<file path="src/rtl/mem_arb_pkg.sv">
// Shared definitions for the memory request arbiter.
//   OP_READ / OP_WRITE : encoding of mem_req_op
//   slot_state_e       : occupancy of the single output request slot
//   CNT_W              : width of the outstanding-request counters
//   GNT_RD / GNT_WR    : bit positions in the eligible / grant vectors
//   cnt_step()         : saturating-at-zero up/down counter step
package mem_arb_pkg;

    localparam logic OP_READ  = 1'b0;
    localparam logic OP_WRITE = 1'b1;

    localparam int unsigned CNT_W = 4;

    localparam int unsigned GNT_RD = 0;
    localparam int unsigned GNT_WR = 1;

    typedef enum logic {
        EMPTY = 1'b0,
        FULL  = 1'b1
    } slot_state_e;

    // +1 on inc, -1 on dec, hold when both; never wraps below zero.
    function automatic logic [CNT_W-1:0] cnt_step(input logic [CNT_W-1:0] cnt,
                                                  input logic             inc,
                                                  input logic             dec);
        logic [CNT_W-1:0] nxt;
        nxt = cnt;
        if (inc && !dec) begin
            nxt = cnt + 1'b1;
        end else if (dec && !inc && (cnt != '0)) begin
            nxt = cnt - 1'b1;
        end
        return nxt;
    endfunction

endpackage

</file>
<file path="src/rtl/mem_arb_rr.sv">
// Two-way round-robin picker.
//   clk, rst_n : clock, asynchronous active-low reset
//   elig_i     : eligible vector, bit GNT_WR = write, bit GNT_RD = read
//   gnt_o      : one-hot (or zero) grant vector, same bit layout
// A single eligible requester is always granted; on a tie the requester
// not granted last wins. After reset "last" is read, so the first tie
// goes to write.
module mem_arb_rr
    import mem_arb_pkg::*;
(
    input  logic       clk,
    input  logic       rst_n,
    input  logic [1:0] elig_i,
    output logic [1:0] gnt_o
);

    logic last_wr_q;
    logic last_wr_d;

    always_comb begin
        gnt_o = '0;
        if (elig_i[GNT_WR] && elig_i[GNT_RD]) begin
            if (last_wr_q) begin
                gnt_o[GNT_RD] = 1'b1;
            end else begin
                gnt_o[GNT_WR] = 1'b1;
            end
        end else begin
            gnt_o = elig_i;
        end
    end

    always_comb begin
        last_wr_d = last_wr_q;
        if (gnt_o[GNT_WR]) begin
            last_wr_d = 1'b1;
        end else if (gnt_o[GNT_RD]) begin
            last_wr_d = 1'b0;
        end
    end

    always_ff @(posedge clk or negedge rst_n) begin
        if (!rst_n) begin
            last_wr_q <= 1'b0;
        end else begin
            last_wr_q <= last_wr_d;
        end
    end

endmodule

</file>
<file path="src/rtl/mem_req_arb.sv">
// Merges a write-request stream (MAC side) and a read-request stream (app
// side) into one memory request port through a single registered slot,
// tracks outstanding requests per type, and registers the write-done and
// read-response returns back to the requesters.
//   wr_req_*                   : write request in (val/rdy, addr, size, data)
//   rd_req_*                   : read request in (val/rdy, addr, size)
//   mem_req_*                  : merged request out (op 1=write, 0=read)
//   mem_wr_done_* / mem_rd_resp_* : completions from memory
//   write_complete_notif_*     : registered write completion
//   app_read_resp_*            : registered read response
//   err_o                      : sticky completion-underflow flag
`ifndef MSG_ADDR_WIDTH
`define MSG_ADDR_WIDTH 48
`endif
`ifndef MSG_DATA_SIZE_WIDTH
`define MSG_DATA_SIZE_WIDTH 16
`endif
`ifndef NOC_DATA_WIDTH
`define NOC_DATA_WIDTH 64
`endif

module mem_req_arb
    import mem_arb_pkg::*;
#(
    parameter int unsigned ADDR_W  = `MSG_ADDR_WIDTH,
    parameter int unsigned SIZE_W  = `MSG_DATA_SIZE_WIDTH,
    parameter int unsigned DATA_W  = `NOC_DATA_WIDTH,
    parameter int unsigned MAX_OUT = 4
)(
    input  logic              clk,
    input  logic              rst_n,

    input  logic              wr_req_val,
    output logic              wr_req_rdy,
    input  logic [ADDR_W-1:0] wr_req_addr,
    input  logic [SIZE_W-1:0] wr_req_size,
    input  logic [DATA_W-1:0] wr_req_data,

    input  logic              rd_req_val,
    output logic              rd_req_rdy,
    input  logic [ADDR_W-1:0] rd_req_addr,
    input  logic [SIZE_W-1:0] rd_req_size,

    output logic              mem_req_val,
    input  logic              mem_req_rdy,
    output logic              mem_req_op,
    output logic [ADDR_W-1:0] mem_req_addr,
    output logic [SIZE_W-1:0] mem_req_size,
    output logic [DATA_W-1:0] mem_req_data,

    input  logic              mem_wr_done_val,
    input  logic [ADDR_W-1:0] mem_wr_done_addr,
    input  logic              mem_rd_resp_val,
    input  logic [DATA_W-1:0] mem_rd_resp_data,

    output logic              write_complete_notif_val,
    output logic [ADDR_W-1:0] write_complete_notif_addr,
    output logic              app_read_resp_val,
    output logic [DATA_W-1:0] app_read_resp_data,

    output logic              err_o
);

    localparam logic [CNT_W-1:0] MAX_CNT = CNT_W'(MAX_OUT);

    slot_state_e      state_q, state_d;
    logic             op_q, op_d;
    logic [ADDR_W-1:0] addr_q, addr_d;
    logic [SIZE_W-1:0] size_q, size_d;
    logic [DATA_W-1:0] data_q, data_d;

    logic [CNT_W-1:0] wr_cnt_q, wr_cnt_d;
    logic [CNT_W-1:0] rd_cnt_q, rd_cnt_d;
    logic             err_q, err_d;
    logic             run_q;

    logic              wcn_val_q;
    logic [ADDR_W-1:0] wcn_addr_q;
    logic              rrsp_val_q;
    logic [DATA_W-1:0] rrsp_data_q;

    logic       slot_free;
    logic       grant;
    logic [1:0] elig;
    logic [1:0] gnt;

    // run_q is cleared asynchronously by reset and set on the first edge
    // after release; it keeps both readies low throughout reset without
    // feeding rst_n into the datapath.
    assign slot_free = run_q & ((state_q == EMPTY) | mem_req_rdy);

    // A read is held off while any write is still outstanding.
    assign elig[GNT_WR] = wr_req_val & slot_free & (wr_cnt_q < MAX_CNT);
    assign elig[GNT_RD] = rd_req_val & slot_free & (rd_cnt_q < MAX_CNT) &
                          (wr_cnt_q == '0);

    mem_arb_rr u_rr (
        .clk    (clk),
        .rst_n  (rst_n),
        .elig_i (elig),
        .gnt_o  (gnt)
    );

    assign grant      = gnt[GNT_WR] | gnt[GNT_RD];
    assign wr_req_rdy = gnt[GNT_WR];
    assign rd_req_rdy = gnt[GNT_RD];

    // Slot FSM: state register
    always_ff @(posedge clk or negedge rst_n) begin
        if (!rst_n) begin
            state_q <= EMPTY;
        end else begin
            state_q <= state_d;
        end
    end

    // Slot FSM: next state
    always_comb begin
        state_d = state_q;
        unique case (state_q)
            EMPTY: if (grant) state_d = FULL;
            FULL:  if (grant) state_d = FULL;
                   else if (mem_req_rdy) state_d = EMPTY;
            default: state_d = EMPTY;
        endcase
    end

    // Slot FSM: outputs
    always_comb begin
        mem_req_val  = (state_q == FULL);
        mem_req_op   = op_q;
        mem_req_addr = addr_q;
        mem_req_size = size_q;
        mem_req_data = data_q;
    end

    // Slot payload capture on grant; held otherwise.
    always_comb begin
        op_d   = op_q;
        addr_d = addr_q;
        size_d = size_q;
        data_d = data_q;
        if (gnt[GNT_WR]) begin
            op_d   = OP_WRITE;
            addr_d = wr_req_addr;
            size_d = wr_req_size;
            data_d = wr_req_data;
        end else if (gnt[GNT_RD]) begin
            op_d   = OP_READ;
            addr_d = rd_req_addr;
            size_d = rd_req_size;
            data_d = '0;
        end
    end

    always_comb begin
        wr_cnt_d = cnt_step(wr_cnt_q, gnt[GNT_WR], mem_wr_done_val);
        rd_cnt_d = cnt_step(rd_cnt_q, gnt[GNT_RD], mem_rd_resp_val);
        err_d    = err_q |
                   (mem_wr_done_val & (wr_cnt_q == '0)) |
                   (mem_rd_resp_val & (rd_cnt_q == '0));
    end

    always_ff @(posedge clk or negedge rst_n) begin
        if (!rst_n) begin
            op_q        <= OP_READ;
            addr_q      <= '0;
            size_q      <= '0;
            data_q      <= '0;
            wr_cnt_q    <= '0;
            rd_cnt_q    <= '0;
            err_q       <= 1'b0;
            run_q       <= 1'b0;
            wcn_val_q   <= 1'b0;
            wcn_addr_q  <= '0;
            rrsp_val_q  <= 1'b0;
            rrsp_data_q <= '0;
        end else begin
            op_q        <= op_d;
            addr_q      <= addr_d;
            size_q      <= size_d;
            data_q      <= data_d;
            wr_cnt_q    <= wr_cnt_d;
            rd_cnt_q    <= rd_cnt_d;
            err_q       <= err_d;
            run_q       <= 1'b1;
            wcn_val_q   <= mem_wr_done_val;
            rrsp_val_q  <= mem_rd_resp_val;
            if (mem_wr_done_val) wcn_addr_q  <= mem_wr_done_addr;
            if (mem_rd_resp_val) rrsp_data_q <= mem_rd_resp_data;
        end
    end

    assign write_complete_notif_val  = wcn_val_q;
    assign write_complete_notif_addr = wcn_addr_q;
    assign app_read_resp_val         = rrsp_val_q;
    assign app_read_resp_data        = rrsp_data_q;
    assign err_o                     = err_q;

endmodule
</file>
<file path="config.mk">
export PLATFORM = sky130hd
export DESIGN_NAME = mem_req_arb
export DESIGN_NICKNAME = d
export VERILOG_FILES = /design/src/rtl/mem_arb_pkg.sv /design/src/rtl/mem_arb_rr.sv /design/src/rtl/mem_req_arb.sv
export SDC_FILE = /design/constraint.sdc
export NUM_CORES = 1
export LEC_CHECK = 0
export ABC_AREA = 1
export BUFFER_PORTS_ARGS = -buffer_cell sky130_fd_sc_hd__buf_2
export CAP_MARGIN = 20
export CORE_AREA = 10 10 209 211
export CTS_BUF_LIST = sky130_fd_sc_hd__clkbuf_8
export CTS_CLUSTER_DIAMETER = 40
export DETAILED_ROUTE_END_ITERATION = 16
export DIE_AREA = 0 0 219 221
export HOLD_SLACK_MARGIN = 0.12
export PLACE_DENSITY = 0.59
export SETUP_SLACK_MARGIN = 0.3
export SKIP_LAST_GASP = 1
export SLEW_MARGIN = 20
export SYNTH_ARGS = -nofsm -noshare
export SYNTH_HDL_FRONTEND = slang
export SYNTH_SLANG_ARGS = --single-unit
</file>
<file path="constraint.sdc">
create_clock -name clk -period 2.3 [get_ports clk]
set_clock_uncertainty 0.1 [all_clocks]
set_input_delay 0.115 -clock clk [delete_from_list [all_inputs] [get_ports clk]]
set_output_delay 0.115 -clock clk [all_outputs]
set_load 0.05 [all_outputs]
</file>
==> results.ini, run 1 <==
[floorplanning]
initial_core_util_pct=25.75
ios=558
rows=73
dieWidth_um=219
die_h_um=221

[synthesis]
synth_area_leader_cell=dfrtp_1
yosysWarnings=0
avgSynthCellArea_um2=9.585
synth-seq-cells=254
synth_cell_type_count=29
yosysSeqAreaShare_pct=62.56
synthCells=1060
synth_nets=1377
syn_area_um2=10160
ys_top_cells_by_area=dfrtp_1, nand2_1, a22o_1
synth_top_area_share_pct=62.56

[outcome]
status=did not finish
error_line=[ERROR RSZ-0060] Max buffer count reached.
stop_stage=4_1_cts

[cts]
cts_root_buf=clkbuf_8
post_cts_resized=29
post_cts_buffers=17
cts.sinks=254
postCtsHoldBufs=442
cts_buffer_depth=3
cts_max_level=2
cts_inserted_buffers=49

[placed_design]
gp_congestion=0.8170
dp.final_hpwl_um=30290
portBuffers=557

-- through the flow --
step           cell area (µm²)  setup WS (ps)  utilization (%)  hold slack [ps]  std cells
2_1_floorplan            10220          219.9                -           -280.6       1060
3_3_place_gp             13590          184.2            34.45           -29.07       2105
3_5_place_dp             13590          167.7            34.45           -32.01       2105
-- cell families after synthesis --
logic type / count (synthesis) / share of synthesized area (%)
adders and majority gates: 6 / 0.8867
other: 1 / 0.03691
xor gates and xnor gates: 4 / 0.3449
and+or+nand+nor: 512 / 19.46
buffers and inverters: 83 / 4.384
DFF: 254 / 62.56
AOI/OAI and AO/OA: 200 / 12.33
-- synthesized netlist by cell type --
master,instances
nand2_1,426
dfrtp_1,254
o21ai_1,101
nor2_1,70
a22o_1,64
o21ai_0,30
clkbuf_1,22
buf_2,19
inv_1,15
buf_6,10
buf_4,9
buf_1,6
nand2_2,5
nand3_1,5
ha_1,4
a31oi_1,2
fa_1,2
nor2_2,2
nor2_4,2
xnor2_1,2
xor2_1,2
a21oi_1,1
a221o_1,1
clkinv_2,1
conb_1,1
inv_2,1
nand3b_1,1
nor3_4,1
o21ai_2,1
==> inputs of run 2 (changes only) <==
--- a/config.mk
+++ b/config.mk
@@ -9,13 +9,9 @@
 export BUFFER_PORTS_ARGS = -buffer_cell sky130_fd_sc_hd__buf_2
 export CAP_MARGIN = 20
 export CORE_AREA = 10 10 209 211
-export CTS_BUF_LIST = sky130_fd_sc_hd__clkbuf_8
-export CTS_CLUSTER_DIAMETER = 40
 export DETAILED_ROUTE_END_ITERATION = 16
 export DIE_AREA = 0 0 219 221
-export HOLD_SLACK_MARGIN = 0.12
-export PLACE_DENSITY = 0.59
-export SETUP_SLACK_MARGIN = 0.3
+export PLACE_DENSITY_LB_ADDON = 0.15
 export SKIP_LAST_GASP = 1
 export SLEW_MARGIN = 20
 export SYNTH_ARGS = -nofsm -noshare
==> constraint.sdc (replaced) <==
create_clock -name clk -period 3 [get_ports clk]
set_clock_uncertainty 0.1 [all_clocks]
set_input_delay 0.15 -clock clk [delete_from_list [all_inputs] [get_ports clk]]
set_output_delay 0.15 -clock clk [all_outputs]
set_load 0.05 [all_outputs]
==> run 2 against run 1 <==
Compared with the run above: the run now ends clean; area after synthesis stayed put; synthesized cell count did not move.
==> results.ini, run 2 <==
[detailed_routing]
drc_errors=0
num_vias=10774
drt_iter0_markers=720
drtAntennaViolNets=0
avgViaCountPerCell=4.369
dr.pass1.iters=5
wire_per_inst_um=18.60
wirelength_um=45860

[worst_hold_path]
worstHoldPathType=primary input to async pin

[critical_path]
cp-start-kind=flop
crit_type=flop to flop
critPathCaptureType=flop
crit_fanout=28
worstPathArrival_ps=3150
critPathRequiredTime_ps=3390

[outcome]
status=finished, final reports clean

[synthesis]
synth_most_common_cell=nand2_1
synth_area_leader_cell=dfrtp_1
ys_top_cells_by_area=dfrtp_1, nand2_1, a22o_1
synth_top_area_share_pct=62.56
avgSynthCellArea_um2=9.585
syn_area_um2=10160
synth_cell_type_count=29
synth-seq-cells=254
synth_ff_type=dfrtp_1
yosysWarnings=0
synthArstFlopShare_pct=100.0
synth_edf_count=0
yosysSeqAreaShare_pct=62.56
synthCells=1060
synth_commonest_cells=nand2_1, dfrtp_1, o21ai_1, nor2_1, a22o_1
synth_nets=1377

[global_routing]
grt_overflow=0
grt_max_degree=130
grt_pass1_vias=11543
track_usage_pct=18.24
antenna_found_initial=10
grt_first_pass_wirelength_um=70330

[cts]
cts.sinks=254
post_cts_buffers=0
cts_inserted_buffers=31
cts_root_buf=clkbuf_16
cts_buffer_depth=3
clk_latency_ps=560
cts_max_level=1
clkTransAtPathRegs_ps=60
cts_tree=built

[power]
leakagePower_nw=9.282
max-vdd-ir-drop_mv=0.4476
p_sw_share_pct=44.90
internal_power_w=0.009406
pwr-share-seq_pct=29.5
combPwrFrac_pct=47.5
p_per_area_nw_per_um2=970.0
finalPower_w=0.01707
clkPwrFrac_pct=22.9
p_sw_w=0.007664

[timing]
drv_slew=0
period_needed_ps=2756
slew_headroom_pct=51.77
finalSetupViolCount=0
rsz0062_at_grt=no
tns_ps=0
max_freq_mhz=362.9
finalCritPeriodShare_pct=91.86
hold_viol=0
worstMarginPinSlew_ps=723.5

[floorplanning]
initial_core_util_pct=25.75
die_h_um=221
dieArea_um2=48400
core_um2=39460
ios=558
rows=73
dieWidth_um=219

[final_layout]
mostFrequentLayoutCell=buf_2
final_cell_mix=buf_2, nand2_1, dlygate4sd3_1, dfrtp_1, o21ai_1
nNetsFinal=2227
drive_gt1_share_pct=33.16
area_growth_pct=73.20

[placed_design]
portBuffers=557
gp_congestion=0.8160
dp.final_hpwl_um=32160

[job]
drv_cap=0

[run 2: layout make-up]
class,instances,area (µm²)
antenna,8,20.02
clock buffer,45,928.4
tap,525,656.9
clock inverter,11,137.6
fill,3853,21860
timing repair buffer,883,6072
multi-input combinational,723,3361
sequential,254,6356
inverter,17,65.06
[run 2: kinds of logic after synthesis]
kind of cell	share of synthesized area [%]
other cells	0.03691
buf+inv	4.384
xor+xnor	0.3449
flops	62.56
compound gates	12.33
fa+ha+maj	0.8867
simple gates	19.46
[run 2: final timing paths]
kind                                                         from                           endpoint  slack, ps  depth (start not counted)
min in group clk                                  mem_rd_resp_val            rd_cnt_q[1]$_DFFE_PN0P_         40                          5
worst max-delay path                      wr_cnt_q[3]$_DFFE_PN0P_       mem_req_addr[15]$_DFFE_PN0P_        240                          9
worst max register to register            wr_cnt_q[3]$_DFFE_PN0P_       mem_req_addr[15]$_DFFE_PN0P_        240                          9
worst min register to register  app_read_resp_data[9]$_DFFE_PN0P_  app_read_resp_data[9]$_DFFE_PN0P_        360                          2
worst min-delay path                                        rst_n       mem_req_data[57]$_DFFE_PN0P_         40                          2
max in group asynchronous                                   rst_n       mem_req_addr[42]$_DFFE_PN0P_       1900                          3
[run 2: metrics by stage]
stage / hold WS, ps / utilization (%) / worst slack (ps) / instance area (µm²) / std cells
5_1_grt: 57.66 / 44.58 / 70.36 / 17590 / 2464
2_1_floorplan: -245.6 / - / 560.3 / 10160 / 1060
3_5_place_dp: 40.54 / 34.00 / 559.7 / 13410 / 2093
6_report: 36.12 / 44.60 / 244.2 / 17600 / 2466
4_1_cts: 18.15 / 44.54 / 200.6 / 17570 / 2458
3_3_place_gp: 42.90 / 34.00 / 535.1 / 13410 / 2093
[run 2: metal layers]
layer	vias to the layer above	share of wire [%]	GRT usage, %
met4	4	2.7	5.719
met2	405	50	31.92
met3	72	8.7	5.784
met5	-	0.050	0
li1	5149	-	-
met1	5144	39	20.58
[run 2: critical path, stage by stage, from the launching register on]
cell           delay (ps)
dfrtp_1               400
nor2_2                150
nand2_1               100
nor2_4                190
nand2_2                90
nand2_2               370
buf_4                 410
o21ai_1               110
o21ai_1               170
dlygate4sd3_1         580
[run 2: repair_timing]
action                                  CTS  global route
hold buffers                            309             0
endpoints found under the hold margin   434             0
endpoints found under the setup margin    0             5
gates resized for setup                   0             1
[run 2: power groups by stage]
| stage | logic [W] | registers, W | clock network [W] |
|---|---|---|---|
| global route | 0.00859 | 0.00517 | 0.00419 |
| floorplan | 0.00156 | 0.00856 | 0 |
| CTS | 0.00815 | 0.00503 | 0.00404 |
| finish | 0.00811 | 0.00504 | 0.00391 |
| detailed placement | 0.00713 | 0.00508 | 0 |
| global placement | 0.00712 | 0.00505 | 0 |
Note: power is estimated with default switching activity, not from simulation.
